## config.mk

```make
export PLATFORM = sky130hd
export DESIGN_NAME = npu_cube_para_booth_encoder
export DESIGN_NICKNAME = d
export VERILOG_FILES = /design/src/rtl/npu_cube_para_booth_encoder.sv
export SDC_FILE = /design/constraint.sdc
export NUM_CORES = 1
export LEC_CHECK = 0
export CORE_MARGIN = 10
export CORE_UTILIZATION = 42
export CTS_BUF_LIST = sky130_fd_sc_hd__clkbuf_16
export DETAILED_ROUTE_END_ITERATION = 8
export HOLD_SLACK_MARGIN = 0.08
export PLACE_DENSITY = 0.81
export SYNTH_ARGS = -nofsm -noshare
export SYNTH_HDL_FRONTEND = slang
export SYNTH_SLANG_ARGS = --single-unit
```

## constraint.sdc

```tcl
create_clock -name clk -period 2.41 [get_ports clk]
set_input_delay 0.482 -clock clk [delete_from_list [all_inputs] [get_ports clk]]
set_output_delay 0.482 -clock clk [all_outputs]
set_load 0.02 [all_outputs]
```

## src/rtl/npu_cube_para_booth_encoder.sv

```systemverilog
// Radix-4 Booth encoder for the cube weight path: two-stage valid/ready
// pipe; raw weights in, packed select codes + unsigned-overflow mask out.
//
// Ports:
//   clk, rst_n                  clock, async active-low reset
//   in_valid/in_ready/in_para   raw weight beat (lane k = DWB bits at DWB*k)
//   is_signed                   1 = two's complement, sampled with the beat
//   out_valid/out_ready         code beat handshake
//   out_para_code               packed codes (lane k = DWB_CODE bits)
//   out_is_signed               is_signed travelling with the beat
//   out_ovf_mask                per-lane "unsigned weight not representable"
//   ovf_sticky, beat_cnt        statistics, cleared by stat_clr
module npu_cube_para_booth_encoder #(
  parameter int DWB              = 8,
  parameter int NPU_CUBE_MAC_NUM = 8,
  parameter int DWB_CODE         = 3 * (DWB / 2),
  parameter int CNTW             = 16
) (
  input  logic                               clk,
  input  logic                               rst_n,
  input  logic                               in_valid,
  output logic                               in_ready,
  input  logic [DWB*NPU_CUBE_MAC_NUM-1:0]      in_para,
  input  logic                               is_signed,
  output logic                               out_valid,
  input  logic                               out_ready,
  output logic [DWB_CODE*NPU_CUBE_MAC_NUM-1:0] out_para_code,
  output logic                               out_is_signed,
  output logic [NPU_CUBE_MAC_NUM-1:0]          out_ovf_mask,
  output logic                               ovf_sticky,
  input  logic                               stat_clr,
  output logic [CNTW-1:0]                    beat_cnt
);

  localparam int NDIG = DWB / 2;
  localparam int NL   = NPU_CUBE_MAC_NUM;
  localparam int PW   = DWB * NL;
  localparam int CW   = DWB_CODE * NL;

  logic          r_s1_valid;
  logic [PW-1:0] r_s1_para;
  logic          r_s1_sgn;

  logic          r_s2_valid;
  logic [CW-1:0] r_s2_code;
  logic [NL-1:0] r_s2_mask;
  logic          r_s2_sgn;

  logic            r_sticky;
  logic [CNTW-1:0] r_cnt;

  logic          w_s2_load;
  logic          w_xfer;
  logic [CW-1:0] w_code;
  logic [NL-1:0] w_mask;
  logic [DWB:0]  w_ext [NL];

  // Zero digits (both 000 and 111 triples) map to the canonical 3'b000.
  function automatic logic [2:0] booth_dig(input logic [2:0] t);
    logic [2:0] c;
    c = 3'b000;
    unique case (t)
      3'b000:  c = 3'b000;
      3'b001:  c = 3'b001;
      3'b010:  c = 3'b001;
      3'b011:  c = 3'b010;
      3'b100:  c = 3'b110;
      3'b101:  c = 3'b101;
      3'b110:  c = 3'b101;
      3'b111:  c = 3'b000;
      default: c = 3'b000;
    endcase
    return c;
  endfunction

  assign w_s2_load = !r_s2_valid | out_ready;
  assign in_ready  = !r_s1_valid | w_s2_load;
  assign w_xfer    = r_s2_valid & out_ready;

  // Append the implicit w[-1] = 0 below each lane.
  for (genvar k = 0; k < NL; k++) begin : g_ext
    assign w_ext[k] = {r_s1_para[k*DWB +: DWB], 1'b0};
  end

  always_comb begin
    w_code = '0;
    w_mask = '0;
    for (int k = 0; k < NL; k++) begin
      for (int i = 0; i < NDIG; i++) begin
        w_code[k*DWB_CODE + 3*i +: 3] =
          booth_dig(w_ext[k][2*i +: 3]);
      end
      // Unsigned weight with MSB set encodes as w - 2^DWB.
      w_mask[k] = !r_s1_sgn & r_s1_para[k*DWB + DWB - 1];
    end
  end

  always_ff @(posedge clk or negedge rst_n) begin
    if (!rst_n) begin
      r_s1_valid <= 1'b0;
      r_s1_para  <= '0;
      r_s1_sgn   <= 1'b0;
    end else if (in_ready) begin
      r_s1_valid <= in_valid;
      if (in_valid) begin
        r_s1_para <= in_para;
        r_s1_sgn  <= is_signed;
      end
    end
  end

  always_ff @(posedge clk or negedge rst_n) begin
    if (!rst_n) begin
      r_s2_valid <= 1'b0;
      r_s2_code  <= '0;
      r_s2_mask  <= '0;
      r_s2_sgn   <= 1'b0;
    end else if (w_s2_load) begin
      r_s2_valid <= r_s1_valid;
      if (r_s1_valid) begin
        r_s2_code <= w_code;
        r_s2_mask <= w_mask;
        r_s2_sgn  <= r_s1_sgn;
      end
    end
  end

  always_ff @(posedge clk or negedge rst_n) begin
    if (!rst_n) begin
      r_cnt    <= '0;
      r_sticky <= 1'b0;
    end else if (stat_clr) begin
      r_cnt    <= '0;
      r_sticky <= 1'b0;
    end else if (w_xfer) begin
      r_cnt    <= r_cnt + CNTW'(1);
      r_sticky <= r_sticky | (|r_s2_mask);
    end
  end

  assign out_valid     = r_s2_valid;
  assign out_para_code = r_s2_code;
  assign out_ovf_mask  = r_s2_mask;
  assign out_is_signed = r_s2_sgn;
  assign ovf_sticky    = r_sticky;
  assign beat_cnt      = r_cnt;

endmodule

```

==> metrics.md, run 1 <==
| Metric | Value |
|---|---|
| Setup TNS | 0 ns |
| Pre-antenna DRT Iters | 4 |
| Worst rel slew slack | 0.668 |
| Hold path depth | 1 |
| Pre-CTS setup slack | about 0.20 ns |
| Post-synth ARST share | 1.00 |
| Count of input and output buffers | 193 |
| Max cap viols | 0 |
| Number of global-route vias before repair | between 5000 and 6000 |
| Worst r2r src | r_s1_valid |
| Actual slew at the worst max-slew pin | around 0.50 ns |
| Syn Inst Count | between 600 and 700 |
| Leading cell type in the layout, fill and taps excluded | clkdlybuf4s50_1 |
| DIE AREA | ~26000 um^2 |
| Post-synth EDFFs | 0 |
| DR WL/cell | approximately 17 um |
| Pwr dens | slightly below 900 nW/um^2 |
| Mapped Area | ~8300 um^2 |
| Post-route cell area | 11200 um^2 |
| Synth Flop Type | dfrtp_1 |
| Max H-tree Level | 4 |
| CTS tree | yes |
| Skew final | 0.00676 ns |
| Min cycle time layout | between 2 and 2.5 ns |
| Initial DRC count | between 150 and 200 |
| R2R depth | 5 |
| Layout Cells excl Fill | ~1200 |
| Crit. End Element | output port |
| FMAX | around 450 MHz |
| Startpoint types | input port |
| Buf/Inv on CP | 2 |
| Crit-path cells | clkdlybuf4s50_1 -> nand3b_1 -> clkdlybuf4s50_1 |
| # IOs | about 190 |
| Peak supply drop | between 500 and 600 uV |
| Initial antenna violation count | 0 |
| First-pass GRT wire length | roughly 31000 um |
| Crit. path cell count | 3 |
| Critical-path top delay cell | clkdlybuf4s50_1 |
| Top Family by Delay on Critical Path | buffers and inverters |
| Slowest stage delay, CP | 0.62 ns |
| Syn_nets | slightly below 800 |
| Remaining Overflow, GRT | 0 |
| Clock transition at path regs | about 0.060 ns |
| Worst-Skew Late Latency | 0.41 ns |
| Final count of hold timing violations | 0 |
| Hold path startpoint | r_s1_para[16] |
| Final ANT Viol Nets | 0 |
| RSZ-0062 raised after global routing | no |
| Final net count | about 1000 |
| Core region area | between 15000 and 20000 um^2 |
| CTS sink cnt | 189 |
| Synthesis-to-finish area growth | 34.5% |
| Mapped Avg Cell Area | roughly 12 um^2 |
| Period utilization | 0.921 |
| Gp weighted congestion | approximately 0.81 |
| Clk root buf | clkbuf_16 |
| Post CTS Setup Buffer Count | 0 |
| Via count | ~5500 |
| Seq cells post-synth | about 190 |
| YS warnings | 0 |
| DR vias/cell | ~4.8 |
| Cts hold-fix bufs | 1 |
| FP Rows | 51 |
| Outcome | finished clean |
| Crit path DAT | around 1.7 ns |
| GRT Total Usage | 0.151 |
| Placed cell area | ~11000 um^2 |
| DRC Markers | 0 |
| Placed cells | approximately 1100 |
| CTS Buf Count | 17 |
| Largest net degree at the start of global routing | 57 |
| Initial core utilization | 0.427 |
| Distinct cells, synth | 33 |
| CP Max Fanout | 2 |
| Critical path startpoint | out_ready |
| Die width | between 150 and 200 um |
| Die Span Y | approximately 160 um |
| Most frequent cells in the layout | clkdlybuf4s50_1, dfrtp_1, mux2_2 |
| Ratio of cells with drive above 1 in the final layout | 0.175 |
| Max-slew violation count | 0 |
| Register area share after synthesis | 0.569 |
| Hold WC Path Type | register to register |
| Final setup violation count | 0 |
| Crit-path most repeated cell | clkdlybuf4s50_1 |
| Post-CTS sizing | 0 |
| Setup ws final | between 0.15 and 0.2 ns |
| Hpwl dp | between 10000 and 15000 um |
| Worst EP required | 1.93 ns |
| P_leak | 5.02 nW |
| Drt total wl | a little under 20000 um |
| Filler instances | ~1600 |
| Antenna cell count | 0 |
| CTS Buffer Depth | 2 |
| Worst Setup Path Type | input port to output port |
==> worst register-to-register path: cells and delay by family, from the launching register on <==
family / cells / cell delay, ns
buf+inv: 2 / 0.43
mux: 1 / 0.37
simple gates: 2 / 0.26
flops: 1 / 0.49
==> sequential cells by signal, summed over array words and instances (netlist names) <==
name,cells
out_ovf_mask,8
r_s1_para,64
r_s1_sgn,1
r_s1_valid,1
out_para_code,96
beat_cnt,16
out_is_signed,1
out_valid,1
ovf_sticky,1
==> worst paths after layout <==
| path | to | slack (ns) |
|---|---|---|
| max in group asynchronous | out_para_code[82] | 1.10 |
| setup reg to reg | r_s1_para[38] | 0.74 |
| setup / recovery | in_ready | 0.19 |
| hold / removal | out_para_code[25] | 0.47 |
| min in group asynchronous | out_para_code[13] | 0.60 |
| hold reg to reg | out_para_code[25] | 0.47 |
==> cells by family (layout without fill, tap and decap cells) <==
kind of cell,Yosys count,in the layout,share of synthesized area
flops,189,189,0.569
simple gates,140,140,0.0804
mux,123,123,0.163
compound gates,80,80,0.0557
buf+inv,78,293,0.0458
fa+ha+maj,49,49,0.0738
xor+xnor,11,11,0.0116
==> routing by layer <==
layer	GRT usage	part of all wire
met4	0.0326	0.0093
met1	0.185	0.43
met3	0.0570	0.076
met5	0	0
met2	0.248	0.48
==> report_power, final <==
group          total [mW]  leakage [nW]  switching [mW]  internal [mW]
logic                2.99          2.43            1.46           1.53
registers            4.28          2.32           0.458           3.82
clock network        2.56         0.268            1.16           1.40
total                9.83          5.02            3.08           6.75
==> synth_stat cells, drive strengths merged, types with 3 or more instances <==
master,count,share of area
nand2,80,0.036
o31ai,25,0.023
nand3,5,0.0042
nor4,4,0.0038
and4,3,0.0035
dfrtp,189,0.57
mux2,99,0.13
mux2i,24,0.029
nor2,15,0.0068
xor2,7,0.0074
xnor2,4,0.0042
nand4,6,0.0053
buf,24,0.021
ha,49,0.074
a21oi,5,0.0030
clkbuf,5,0.0023
o21ai,50,0.030
inv,49,0.022
nand2b,19,0.014
==> through the flow <==
stage | util | power, mW | hold slack (ns)
global placement | 0.546 | 7.30 | 0.457
floorplan | - | 5.77 | 0.186
detailed placement | 0.546 | 7.38 | 0.466
CTS | 0.574 | 9.99 | 0.475
finish | 0.574 | 9.83 | 0.472
global route | 0.574 | 10.4 | 0.504
==> layout make-up <==
class	instances	area (um^2)	share of cell area
Clock buffer	17	425	0.0381
Clock inverter	14	105	0.00941
Inverter	49	184	0.0165
Multi-Input combinational cell	403	3220	0.288
Sequential cell	189	4730	0.423
Tap cell	265	332	0.0297
Timing Repair Buffer	213	2180	0.195
No activity file was read; power rests on OpenSTA's default activity.
==> inputs of run 2 (changes only) <==
Settings changed: GPL_TIMING_DRIVEN set to 0, SKIP_CTS_REPAIR_TIMING set to 1.
==> run 2 against run 1 <==
Against the previous run: flip-flop and latch count unchanged; combinational power increased by 3%; non-clock buffer count increased by 9; final area increased by 0.48%; count of clock-buffer cells in the layout unchanged; routed wire length increased by 16%; via count increased by 3.4%; first-iteration DRC count decreased by 2.6%; clock skew increased by 0.0025 ns.
==> metrics.md, run 2 (same netlist as run 1, synthesis figures left out) <==
| Metric | Value |
|---|---|
| Outcome | finished clean |
| Final net count | 1001 |
| RSZ-0062 raised after global routing | no |
| Period utilization | 0.851 |
| Max cap viols | 0 |
| Max H-tree Level | 4 |
| Max-slew violation count | 0 |
| FP Rows | 51 |
| Worst Setup Path Type | register to output port |
| Pre-CTS setup slack | just over 0.06 ns |
| DR vias/cell | between 4 and 5 |
| Number of global-route vias before repair | approximately 6000 |
| DR WL/cell | approximately 20 um |
| Antenna cell count | 0 |
| Crit path DAT | about 1.6 ns |
| Critical-path top delay cell | clkdlybuf4s50_1 |
| Fin util | 0.577 |
| Hpwl dp | approximately 17000 um |
| CP Max Fanout | 7 |
| DR WL met3 | 1540 um |
| Synthesis-to-finish area growth | 35.1% |
| Initial core utilization | 0.427 |
| Final setup violation count | 0 |
| Startpoint types | register |
| Via count | 5702 |
| Crit. End Element | output port |
| P_leak | roughly 5.1 nW |
| Detail Route met2 WL | around 11000 um |
| Clk root buf | clkbuf_16 |
| DIE AREA | approximately 26000 um^2 |
| CTS sink cnt | between 150 and 200 |
| Final ANT Viol Nets | 0 |
| Peak supply drop | around 470 uV |
| Largest register FFs | 96 |
| Core region area | roughly 20000 um^2 |
| FMAX | about 490 MHz |
| Initial DRC count | about 190 |
| Die width | approximately 160 um |
| Worst-Skew Late Latency | around 0.42 ns |
| Gp weighted congestion | slightly above 0.8 |
| CTS Buf Count | 17 |
| CTS tree | yes |
| Worst rel slew slack | 0.530 |
| Final count of hold timing violations | 0 |
| DRC Markers | 0 |
| Actual slew at the worst max-slew pin | between 0.7 and 0.8 ns |
| Largest net degree at the start of global routing | 99 |
| Setup ws final | between 0.3 and 0.4 ns |
| Buf/Inv on CP | 1 |
| Remaining Overflow, GRT | 0 |
| Crit-path cells | clkdlybuf4s50_1 |
| Clock transition at path regs | 0.07 ns |
| Count of input and output buffers | between 150 and 200 |
| Overall power | around 10 mW |
| Ratio of cells with drive above 1 in the final layout | 0.177 |
| First-pass GRT wire length | 34600 um |
| GRT Total Usage | 0.173 |
| Most frequent cells in the layout | clkdlybuf4s50_1, dfrtp_1, mux2_2 |
| DR top layer | met4 |
| Min cycle time layout | approximately 2 ns |
| CTS Buffer Depth | 2 |
| Pre-antenna DRT Iters | 4 |
| # IOs | approximately 190 |
| Initial antenna violation count | 0 |
| Top Family by Delay on Critical Path | buffers and inverters |
| Worst EP required | about 1.9 ns |
| Leading cell type in the layout, fill and taps excluded | clkdlybuf4s50_1 |
| Hold WC Path Type | input port to async pin |
| Met1 WL | between 9000 and 10000 um |
| Die Span Y | ~160 um |
| Skew final | 0.00921 ns |
| Pwr dens | ~900 nW/um^2 |
| Slowest stage delay, CP | ~0.67 ns |
| Drt total wl | between 20000 and 25000 um |
==> run 2: cell count changes in the layout (fill, tap and decap cells not counted), sizes merged <==
cell	delta
buf	+7
bufinv	+4
clkbuf	+4
clkdlybuf4s50	-2
clkinv	-5
clkinvlp	+1
dlygate4sd3	-1
dlymetal6s2s	+1
==> run 2: area by class of cell <==
type                            instances  area (um^2)
Buffer                                 29          196
Timing Repair Buffer                  193         1960
Tap cell                              265          332
Clock inverter                         14          203
Fill cell                            1629         8240
Clock buffer                           17          425
Sequential cell                       189         4730
Multi-Input combinational cell        403         3200
Inverter                               49          184
==> run 2: through the flow <==
step	setup TNS (ns)	cell area (um^2)	hold slack (ns)	instances
after floorplan	0	8310	0.186	670
after global placement	-1338.11	10600	0.459	1127
after detailed placement	0	10600	0.469	1128
after CTS	0	11200	0.0906	1159
after global routing	0	11200	0.0957	1159
final	0	11200	0.0509	1159
==> run 2: where the power goes <==
| part | total [mW] | internal [mW] | leakage [nW] | switching (mW) |
|---|---|---|---|---|
| Combinational | 3.07 | 1.51 | 2.42 | 1.56 |
| Sequential | 4.27 | 3.82 | 2.32 | 0.451 |
| Clock | 3.00 | 1.82 | 0.306 | 1.18 |
==> run 2: routing by layer <==
metal / global-route usage / up-vias
met5: 0 / -
met4: 0.0330 / 0
met1: 0.212 / 2861
met2: 0.290 / 130
met3: 0.0611 / 14
li1: - / 2697
==> run 2: path summary, 6_finish.rpt <==
path | startpoint | end | slack, ns | cells past startpoint
hold reg to reg | out_para_code[46] | out_para_code[46] | 0.48 | 2
min in group clk | stat_clr | ovf_sticky | 0.44 | 2
setup / recovery | beat_cnt[2] | beat_cnt[2] | 0.36 | 1
hold / removal | rst_n | out_para_code[17] | 0.05 | 1
setup reg to reg | out_valid | out_para_code[5] | 0.70 | 6
max in group asynchronous | rst_n | out_para_code[52] | 1.43 | 2
